==> src/rtl/alu_pkg.sv <==
// rtl/alu_pkg.sv - shared encodings and state type for the serial ALU sequencer
package alu_pkg;

  localparam logic [1:0] SEL_BUF  = 2'b00;
  localparam logic [1:0] SEL_NOT  = 2'b01;
  localparam logic [1:0] SEL_XOR  = 2'b10;
  localparam logic [1:0] SEL_XNOR = 2'b11;
  localparam logic [1:0] SEL_ADD  = 2'b00;
  localparam logic [1:0] SEL_NADD = 2'b01;

  localparam logic MODE_LOGIC = 1'b0;
  localparam logic MODE_ARITH = 1'b1;

  typedef enum logic [1:0] {
    IDLE  = 2'd0,
    SHIFT = 2'd1,
    DONE  = 2'd2
  } state_t;

  // Only ADD and NADD track a carry; mode 1 with select 1x is passed through raw.
  function automatic logic is_arith(input logic [1:0] sel, input logic mode);
    return (mode == MODE_ARITH) && !sel[1];
  endfunction

endpackage

==> src/rtl/alu_carry_cell.sv <==
// rtl/alu_carry_cell.sv - corrects the slice's truncated sum bit and computes the next carry
module alu_carry_cell
  import alu_pkg::*;
(
  input  logic       alu_out,
  input  logic       a_bit,
  input  logic       carry,
  input  logic [1:0] sel,
  input  logic       mode,
  output logic       bit_out,
  output logic       carry_next
);

  logic arith;
  logic a_eff;
  logic b_eff;

  // The slice reports a'^b, so b is recovered from it rather than routed in.
  always_comb begin
    arith      = is_arith(sel, mode);
    a_eff      = (sel == SEL_NADD) ? ~a_bit : a_bit;
    b_eff      = alu_out ^ a_eff;
    bit_out    = alu_out;
    carry_next = 1'b0;
    if (arith) begin
      bit_out    = alu_out ^ carry;
      carry_next = (a_eff & b_eff) | (carry & alu_out);
    end
  end

endmodule

==> src/rtl/alu_serial_seq.sv <==
// rtl/alu_serial_seq.sv - feeds a 1-bit ALU slice LSB-first and assembles a WIDTH-bit result
module alu_serial_seq
  import alu_pkg::*;
#(
  parameter int WIDTH = 8
) (
  input  logic             clk,
  input  logic             reset,
  input  logic             start,
  input  logic [1:0]       op_select,
  input  logic             op_mode,
  input  logic [WIDTH-1:0] op_a,
  input  logic [WIDTH-1:0] op_b,
  input  logic             alu_out,
  output logic [1:0]       alu_select,
  output logic             alu_mode,
  output logic             alu_a,
  output logic             alu_b,
  output logic             busy,
  output logic             done,
  output logic [WIDTH-1:0] result,
  output logic             carry_out
);

  localparam int CNT_W = $clog2(WIDTH);

  state_t             state;
  state_t             state_next;
  logic [WIDTH-1:0]   opa_sr;
  logic [WIDTH-1:0]   opb_sr;
  logic [1:0]         sel_q;
  logic               mode_q;
  logic               carry_q;
  logic [CNT_W-1:0]   cnt;
  logic [WIDTH-1:0]   result_q;
  logic               carry_out_q;
  logic               last_bit;
  logic               bit_fix;
  logic               carry_nxt;

  assign last_bit = (cnt == CNT_W'(WIDTH - 1));

  alu_carry_cell u_carry (
    .alu_out    (alu_out),
    .a_bit      (opa_sr[0]),
    .carry      (carry_q),
    .sel        (sel_q),
    .mode       (mode_q),
    .bit_out    (bit_fix),
    .carry_next (carry_nxt)
  );

  always_ff @(posedge clk) begin
    if (reset) begin
      state <= IDLE;
    end else begin
      state <= state_next;
    end
  end

  always_comb begin
    state_next = state;
    case (state)
      IDLE:    if (start) state_next = SHIFT;
      SHIFT:   if (last_bit) state_next = DONE;
      DONE:    state_next = IDLE;
      default: state_next = IDLE;
    endcase
  end

  always_comb begin
    busy = 1'b0;
    done = 1'b0;
    case (state)
      SHIFT:   busy = 1'b1;
      DONE: begin
        busy = 1'b1;
        done = 1'b1;
      end
      default: ;
    endcase
  end

  // carry_out is captured on the final shift so it is valid alongside done.
  always_ff @(posedge clk) begin
    if (reset) begin
      opa_sr      <= '0;
      opb_sr      <= '0;
      sel_q       <= 2'b00;
      mode_q      <= 1'b0;
      carry_q     <= 1'b0;
      cnt         <= '0;
      result_q    <= '0;
      carry_out_q <= 1'b0;
    end else begin
      case (state)
        IDLE: begin
          if (start) begin
            opa_sr      <= op_a;
            opb_sr      <= op_b;
            sel_q       <= op_select;
            mode_q      <= op_mode;
            carry_q     <= 1'b0;
            cnt         <= '0;
            result_q    <= '0;
            carry_out_q <= 1'b0;
          end
        end
        SHIFT: begin
          result_q <= {bit_fix, result_q[WIDTH-1:1]};
          opa_sr   <= opa_sr >> 1;
          opb_sr   <= opb_sr >> 1;
          carry_q  <= carry_nxt;
          cnt      <= cnt + CNT_W'(1);
          if (last_bit) carry_out_q <= carry_nxt;
        end
        default: ;
      endcase
    end
  end

  assign alu_select = sel_q;
  assign alu_mode   = mode_q;
  assign alu_a      = opa_sr[0];
  assign alu_b      = opb_sr[0];
  assign result     = result_q;
  assign carry_out  = carry_out_q;

endmodule

==> config.mk <==
export PLATFORM = sky130hd
export DESIGN_NAME = alu_serial_seq
export DESIGN_NICKNAME = d
export VERILOG_FILES = /design/src/rtl/alu_pkg.sv /design/src/rtl/alu_carry_cell.sv /design/src/rtl/alu_serial_seq.sv
export SDC_FILE = /design/constraint.sdc
export NUM_CORES = 1
export LEC_CHECK = 0
export BUFFER_PORTS_ARGS = -buffer_cell sky130_fd_sc_hd__buf_2
export CAP_MARGIN = 0
export CORE_MARGIN = 3
export CORE_UTILIZATION = 45
export DETAILED_ROUTE_END_ITERATION = 16
export HOLD_SLACK_MARGIN = 0.12
export MAX_ROUTING_LAYER = met4
export PLACE_DENSITY_LB_ADDON = 0.08
export SLEW_MARGIN = 25
export SYNTH_ARGS = -nofsm -noshare
export SYNTH_HDL_FRONTEND = slang
export SYNTH_SLANG_ARGS = --single-unit
==> constraint.sdc <==
create_clock -name clk -period 2.2 [get_ports clk]
set_input_delay 0.55 -clock clk [delete_from_list [all_inputs] [get_ports clk]]
set_output_delay 0.55 -clock clk [all_outputs]
set_load 0.05 [all_outputs]
Word-level counts from Yosys, hierarchy flattened. Index checks and enable logic that the tools add are counted.

Register bits after elaboration: 34. Logic and storage cells: 51. Input bits: 23. Output and inout bits: 16.

Bitwise gates (word level): 6. Reductions and logical operators: 9. Add/subtract/negate cells: 1. Muxes and demuxes: 20. Eq/ne operators: 6.

Operators with widths (count): $pmux 8 s2 (3); $mux 8 (3); $mux 1 (7); $pmux 3 s2 (1); $reduce_and 2->1 (3); $eq 2x1->1 const B (2); $mux 2 (2); $ne 2x2->1 const B (2); $pmux 1 s2 (2); $pmux 2 s2 (1); $add 3x1->3 const B (1); $eq 3x3->1 const B (1); $mux 3 (1); $reduce_and 3->1 (1); $and 1x1->1 (2); $eq 2x2->1 const B (1); $logic_not 2->1 (1); $reduce_bool 2->1 (1); $reduce_or 2->1 (1); $xor 1x1->1 (2); $logic_and 1x1->1 (1); $logic_not 1->1 (1); $not 1->1 (1); $or 1x1->1 (1).

Longest topological paths before layout. Gate-level depths: netlist of run 1.

Depth after elaboration: 8. Mapped depth: 7. Depth with buffers taken out: 5.

By module. A second synthesis of run 1 with hierarchy kept.

Cell total of the unflattened synthesis: 161. Area, all modules: 1619.1 µm².

By module, submodules not included: alu_serial_seq (area each 1572.8 µm², times used 1, cells an instance 155, seq. area each 680.7 µm²); alu_carry_cell (area each 46.3 µm², times used 1, cells an instance 6, seq. area each 0.0 µm²).

Worst setup path before layout of run 1. OpenSTA, ideal clock, no wires.

Path type: reg2reg. Start: register state[0]. End: register carry_out_q, in the netlist carry_out. Data arrival time: 1.485 ns. Buffers on the path: 1. Period minus slack after synthesis: 1.586 ns. Data required time: 2.099 ns. Stages on the path, launching flop included: 7. Setup slack: 0.614 ns. Setup time: 0.101 ns. Path through: dfxtp_1 inv_1 ha_1 buf_6 nor2b_4 or3_1 o41ai_1.

Longest elaborated chain between the ends: 3. Elaborated cells on any way between the ends: 7. Those cells by class: 3 x eq/ne; 1 x mux; 3 x reduce/logical.

Ends and longest elaborated chain: start, declared (RTL line alu_serial_seq.sv:27) `state_t state;`; start signal, assigned (RTL line alu_serial_seq.sv:57) `state <= state_next;`; $eq 2x1->1 / $logic_not 2->1 (equally long branches) (RTL line alu_serial_seq.sv:96) `case (state)`; $ne 2x2->1 (no source line) / $reduce_bool 2->1 (equally long branches); $reduce_and 3->1 (no source line); end signal, assigned (RTL line alu_serial_seq.sv:115) `if (last_bit) carry_out_q <= carry_nxt;`; end, declared (RTL line alu_serial_seq.sv:36) `logic carry_out_q;`.

Several ways; a longest one is shown, not always the timed one. A chain may end at the register's enable or synchronous reset.

Worst setup path in the final report of run 1.
Start: register state[0]. End: output port busy.

Longest elaborated chain between the ends: 3. Elaborated cells on any way between the ends: 4. Those cells by class: 2 x eq/ne; 1 x mux; 1 x reduce/logical.

Ends and longest elaborated chain: $eq 2x1->1 / $eq 2x2->1 (equally long branches) (RTL line alu_serial_seq.sv:74) `case (state)`; $reduce_or 2->1 (no source line) (*); $mux 1 (*) (RTL line alu_serial_seq.sv:74); end, declared (RTL line alu_serial_seq.sv:19) `output logic busy,`.

Every way passes the cells marked *; elsewhere a longest branch is shown, timed or not.

==> results.toml, run 1 <==
[floorplan]
std_cell_rows = 20
chipWidth_um = 64.53
floorplan.initialDensity_pct = 48.89
design.die.area_um2 = 4163
die_h_um = 64.53
num_io_pins = 39
design.core.area_um2 = 3153

[logic_synthesis]
ys_ff_latch = 34
yosysSeqAreaShare_pct = 44.16
synth_area_um2 = 1541
dominant_combinational_cell_family_by_area_after_synthesis = "compound AO/OA/AOI/OAI gates"
synth_compound_area_share_pct = 18.10
synthXorXnorAreaFrac_pct = 0
ys.warnings.count = 0
synth_cell_types = 28
basic_gate_share_of_the_synthesized_area_counting_and_or_nand_and_nor_cells_pct = 16.31
synth_fa_ha_area_share_pct = 4.870
synth_area_per_cell_um2 = 9.457
syn-num-nets = 192
yosys-mux-area-fraction_pct = 11.20
post_synth_inst_count = 163

[grt]
grt_pass1_wl_mm = 5.568
grtUsageTotal_pct = 17.64
number_of_global_route_vias_before_repair = 1222
grt_remaining_overflow = 0
antenna_found_initial = 0
pin_count_of_the_biggest_net_entering_global_routing = 35

[route]
via_count = 1293
via_per_inst = 5.365
detail_route.wl_per_cell_um = 13.66
detail_route.first_pass.iterations = 4
post_route_drc = 0
ant_nets = 0
drt-initial-drc-count = 70
drt_wl_total_mm = 3.291

[clocking]
hold_buffers = 0
cts-htree-levels = 2
clkTransAtPathRegs_ps = 100
clock_tree_from_tritoncts = "built"
post_cts.resized_instances = 0
numClockSinks = 34
cts.path.max_buffers = 2
cts_made_buffers = 5
cts_post_setup_buffers_inserted = 0
clk_root_buffer_cell = "clkbuf_4"
later_pin_clock_latency_in_the_skew_report_ps = 330

[sta]
relSlewSlack_pct = 58.78
drv_slew = 0
fin_hold_ws_ps = 468.7
max_slew.worst_pin.slew_ps = 618.3
hold_viol = 0
finalSetupTns_ps = 0
clock_skew_ps = 10.11
f_max_mhz = 536.3
setup_viol = 0
unrepaired_setup_endpoints_after_global_routing = "false"
fin_crit_ps = 1865
final_min_period_over_clock_period_pct = 84.76

[power_and_ir_drop]
pwr-share-comb_pct = 23.2
portion_of_total_power_attributed_to_sequential_cells_pct = 46.4
p_sw_share_pct = 29.54
cellLeakagePower_nw = 0.7825
cell_internal_pwr_mw = 1.062
worst_vdd_drop_uv = 384.0
p_per_area_nw_per_um2 = 828.7
power.clock.fraction_pct = 30.5
p_sw_uw = 445.3

[finish]
layout_commonest_cell = "buf_2"
finish.utilization_pct = 57.70
stdcell_count = 241
number_of_antenna_repair_diodes = 0
nets = 226
final_cell_mix = "buf_2 (38), dfxtp_1 (34), nor2_1 (28)"
area_growth_syn_to_layout_pct = 18.02
fillers = 310
drive_gt1_share_pct = 25.89

[setup_path]
criticalPathCategory = "flip-flop to output pin"
timing.critical_path.cells = "inv_1, ha_1, buf_2"
cp_slowest_cell = "dfxtp_1"
path_delay_family = "flip-flops"
critPathLaunchType = "flip-flop"
end_kind = "output pin"
cp_slowest_stage_delay_ps = 370
critical_path_peak_fanout = 3
critPathArrivalTime_ps = 1310
critical_path.n_buffers_inverters = 2
critical_path_required_ps = 1650

[worst_hold_path]
timing.hold.worst.class = "primary input to flip-flop"

[place]
post-place-cells = 234
dp.final_hpwl_mm = 2.288
gp_routability_congestion = 0.7065
placement.io_buffers = 38

[run]
max_cap_viol_count = 0

[run_status]
outcome = "completed"
metal layers:
metal | routed length (um) | GRT usage, % | part of all wire [%] | vias to the layer above
met5 | 0 | - | 0 | -
met4 | 31 | 7.916 | 0.94 | 0
met3 | 164 | 4.333 | 5.0 | 4
met2 | 1526 | 26.68 | 46 | 33
met1 | 1567 | 22.35 | 48 | 598
li1 | - | - | - | 658
flip-flops by register name, summed over array words and instances, names as in the netlist:
name / flops
state: 2
alu_mode: 1
cnt: 3
carry_out: 1
opa_sr: 8
carry_q: 1
result: 8
opb_sr: 8
alu_select: 2
Yosys cell counts:
library cell,n,area share [%]
a211oi_1,14,6.8
a21oi_1,7,2.3
a22oi_1,2,0.97
a32oi_1,10,5.7
and3b_1,1,0.57
buf_2,6,1.9
buf_4,1,0.49
buf_6,1,0.73
clkbuf_1,6,1.5
dfxtp_1,34,44
ha_1,6,4.9
inv_1,3,0.73
mux2_2,2,1.5
mux2i_1,15,9.7
nand2_1,5,1.2
nand2b_1,2,0.81
nand3_1,4,1.3
nand3b_1,3,1.5
nand4_1,1,0.41
nand4b_1,1,0.57
nor2_1,28,6.8
nor2b_1,3,1.2
nor2b_4,1,0.89
nor4bb_1,1,0.65
o21ai_0,2,0.65
o311ai_0,1,0.57
o41ai_1,2,1.1
or3_1,1,0.41
through the flow:
stage | worst slack (ps) | area [um^2] | power [mW]
4_1_cts | 320.5 | 1819 | 1.521
2_1_floorplan | 614.3 | 1541 | 0.9881
5_1_grt | 251.8 | 1819 | 1.596
3_3_place_gp | 496.6 | 1738 | 1.049
3_5_place_dp | 417.4 | 1738 | 1.065
6_report | 335.3 | 1819 | 1.508
worst min-delay path: cells and delay by family:
family / cells / cell delay, ps
simple gates: 1 / 70
buf+inv: 1 / 80
compound gates: 1 / 60
kinds of logic after synthesis:
family                     count (synthesis)
AOI/OAI and AO/OA                         38
adders and majority gates                  6
buffers and inverters                     17
DFF                                       34
muxes                                     17
and+or+nand+nor                           51
power by group through the flow:
stage          registers (mW)  logic, mW  clock network [mW]
6_report                0.699      0.350               0.459
4_1_cts                 0.699      0.353               0.469
5_1_grt                 0.706      0.388               0.502
3_5_place_dp            0.713      0.351                   0
3_3_place_gp            0.709      0.340                   0
2_1_floorplan           0.742      0.246                   0
final timing paths:
check / startpoint / end / slack [ps] / depth (start not counted)
setup / recovery: state[0] / busy / 340 / 3
setup reg to reg: state[0] / opb_sr[0] / 430 / 5
hold reg to reg: cnt[0] / cnt[0] / 480 / 2
hold / removal: op_b[7] / opb_sr[7] / 470 / 3
cell type report:
type,count,area (um^2),share of cell area [%]
Timing Repair Buffer,41,212.7,11.69
Tap cell,44,55.05,3.026
Clock buffer,6,51.30,2.820
Inverter,3,11.26,0.6190
Clock inverter,1,30.03,1.651
Multi-Input combinational cell,112,778.2,42.78
Sequential cell,34,680.7,37.41
No activity file was read; power rests on OpenSTA's default activity.
==> inputs of run 2 (changes only) <==
--- a/config.mk
+++ b/config.mk
@@ -5,6 +5,7 @@
 export SDC_FILE = /design/constraint.sdc
 export NUM_CORES = 1
 export LEC_CHECK = 0
+export ABC_AREA = 1
 export BUFFER_PORTS_ARGS = -buffer_cell sky130_fd_sc_hd__buf_2
 export CAP_MARGIN = 0
 export CORE_MARGIN = 3
==> constraint.sdc (replaced) <==
create_clock -name clk -period 1.9 [get_ports clk]
set_input_delay 0.475 -clock clk [delete_from_list [all_inputs] [get_ports clk]]
set_output_delay 0.475 -clock clk [all_outputs]
set_load 0.05 [all_outputs]
==> run 2 against run 1 <==
Against the previous run: combinational power grew to 3.5 times the previous value; critical path depth is the same; sequential cell count is the same; clock power shrank 22%; non-clock buffer count shrank 1; sequential share of layout area grew 0.73 points; highest routed layer unchanged; design area shrank 1.9%; critical path type unchanged; clock skew shrank 2.1 ps; core utilization shrank 1.6 points.
==> results.toml, run 2 <==
[logic_synthesis]
dominantRegCellSynth = "dfxtp_1"
synth-edff-count = 0
synth_cell_types = 23
synthMostInstantiatedCell = "nand2_1"
synth_area_per_cell_um2 = 7.907
post_synth_inst_count = 197
netlist_top_cells_count = "nand2_1 (59), dfxtp_1 (34), nand3_1 (19)"
synth_top_cell_area_share_pct = 43.69
synth_area_um2 = 1558
yosys-mux-area-fraction_pct = 0
ys_ff_latch = 34
synth_fa_ha_area_share_pct = 4.819
synth_compound_area_share_pct = 17.51
ys_top_cells_by_area = "dfxtp_1 (44%), nand2_1 (14%), o211a_1 (8.4%), nand3_1 (6.1%), a21oi_1 (5.5%)"
yosysSeqAreaShare_pct = 43.69
ys.warnings.count = 0
basic_gate_share_of_the_synthesized_area_counting_and_or_nand_and_nor_cells_pct = 25.38
dominant_combinational_cell_family_by_area_after_synthesis = "simple AND/OR/NAND/NOR gates"
netlist.top_cell.by_area = "dfxtp_1"
synthXorXnorAreaFrac_pct = 0
ys_async_sr_fraction_pct = 0
syn-num-nets = 226

[grt]
pin_count_of_the_biggest_net_entering_global_routing = 32
grt_pass1_wl_mm = 5.230
number_of_global_route_vias_before_repair = 1161
antenna_found_initial = 0
grtUsageTotal_pct = 16.02
grt_remaining_overflow = 0

[place]
postPlaceCellArea_um2 = 1739
placement.io_buffers = 38
dp.final_hpwl_mm = 2.142
gp_routability_congestion = 0.7726

[clocking]
clock_tree_from_tritoncts = "built"
cts_post_setup_buffers_inserted = 0
clk_root_buffer_cell = "clkbuf_4"
cts-htree-levels = 2
clkTransAtPathRegs_ps = 100
later_pin_clock_latency_in_the_skew_report_ps = 320
cts_made_buffers = 5
numClockSinks = 34
post_cts.resized_instances = 0
cts.path.max_buffers = 2
hold_buffers = 0

[finish]
final_cell_mix = "nand2_1 (59), buf_2 (38), dfxtp_1 (34)"
final_design_area_no_fill_um2 = 1784
nets = 262
area_growth_syn_to_layout_pct = 14.54
fillers = 329
drive_gt1_share_pct = 24.03
layout_commonest_cell = "nand2_1"
number_of_antenna_repair_diodes = 0

[route]
post_route_drc = 0
via_count = 1348
drt_wl_total_mm = 3.058
drt-initial-drc-count = 65
detail_route.wl_per_cell_um = 11.04
ant_nets = 0
via_per_inst = 4.866
detail_route.first_pass.iterations = 4

[sta]
relSlewSlack_pct = 69.38
finalSetupTns_ps = 0
setup_viol = 0
unrepaired_setup_endpoints_after_global_routing = "false"
max_slew.worst_pin.slew_ps = 458.8
drv_slew = 0
clock_skew_ps = 7.977
final_min_period_over_clock_period_pct = 92.39
fin_crit_ps = 1755
f_max_mhz = 569.6
hold_viol = 0

[floorplan]
floorplan.initialDensity_pct = 49.02
design.die.area_um2 = 4204
std_cell_rows = 20
chipWidth_um = 64.84
die_h_um = 64.84
design.core.area_um2 = 3178
num_io_pins = 39

[worst_hold_path]
timing.hold.worst.class = "primary input to flip-flop"

[setup_path]
critical_path_required_ps = 1420
r2r_slack_ps = 310
critPathArrivalTime_ps = 1280
end_kind = "output pin"
critPathLaunchType = "flip-flop"
critical_path_peak_fanout = 4
criticalPathCategory = "flip-flop to output pin"

[power_and_ir_drop]
p_per_area_nw_per_um2 = 1478
cellLeakagePower_nw = 0.9005
worst_vdd_drop_uv = 600.5

[run]
max_cap_viol_count = 0

[run_status]
outcome = "completed"
## run 2: cell types whose count changed after synthesis, moves of 4 or more
cell      previous run  this run
a211oi_1            14         0
a21oi_1              7        17
a32oi_1             10         0
clkbuf_1             6         2
inv_1                3        10
mux2i_1             15         0
nand2_1              5        59
nand3_1              4        19
nor2_1              28         7
o211a_1              0        13
o21ai_0              2         7
## run 2: cell type report
class	count	area, um^2	share of cell area [%]
clock buffer	7	45.04	2.525
inverter	14	55.05	3.086
multi-input combinational	138	743.2	41.66
sequential	34	680.7	38.15
tap	44	55.05	3.086
timing repair buffer	40	205.2	11.50
## run 2: per-stage QoR
stage	power (mW)	std cells	util (%)	setup slack [ps]	hold WS (ps)
global placement	2.271	270	54.72	362.7	451.4
global route	2.861	277	56.14	59.14	412.0
detailed placement	2.306	270	54.72	311.6	450.4
finish	2.636	277	56.14	144.5	405.5
floorplan	2.156	197	-	493.8	428.3
CTS	2.674	277	56.14	122.5	392.3
## run 2: cells by family (layout without fill, tap and decap cells)
family          count (synthesis)  after routing
flops                          34             34
simple gates                   92             92
compound gates                 40             40
fa+ha+maj                       6              6
buf+inv                        25             61
## run 2: power breakdown
group | total (mW) | internal (mW) | leakage (nW) | switching [mW]
clock network | 0.359 | 0.140 | 0.0254 | 0.220
logic | 1.22 | 0.362 | 0.596 | 0.862
registers | 1.05 | 0.930 | 0.279 | 0.122
total | 2.64 | 1.43 | 0.900 | 1.20
## run 2: worst paths after layout
| path | cells after the start | end | startpoint |
|---|---|---|---|
| max | 3 | busy | state[0] |
| min | 3 | alu_mode | op_mode |
| max reg2reg | 7 | opa_sr[0] | state[1] |
| min reg2reg | 1 | cnt[0] | cnt[0] |
## run 2: metal layers
metal | up-vias | global-route usage (%) | wire, um
li1 | 722 | - | -
met1 | 596 | 20.71 | 1492
met2 | 26 | 24.52 | 1420
met3 | 4 | 5.373 | 116
met4 | 0 | 3.166 | 28
met5 | - | - | 0
## run 2: worst max-delay path, stage by stage (launching register included)
cell and delay [ps]:
dfxtp_1 350, inv_1 80, ha_1 280, buf_2 250
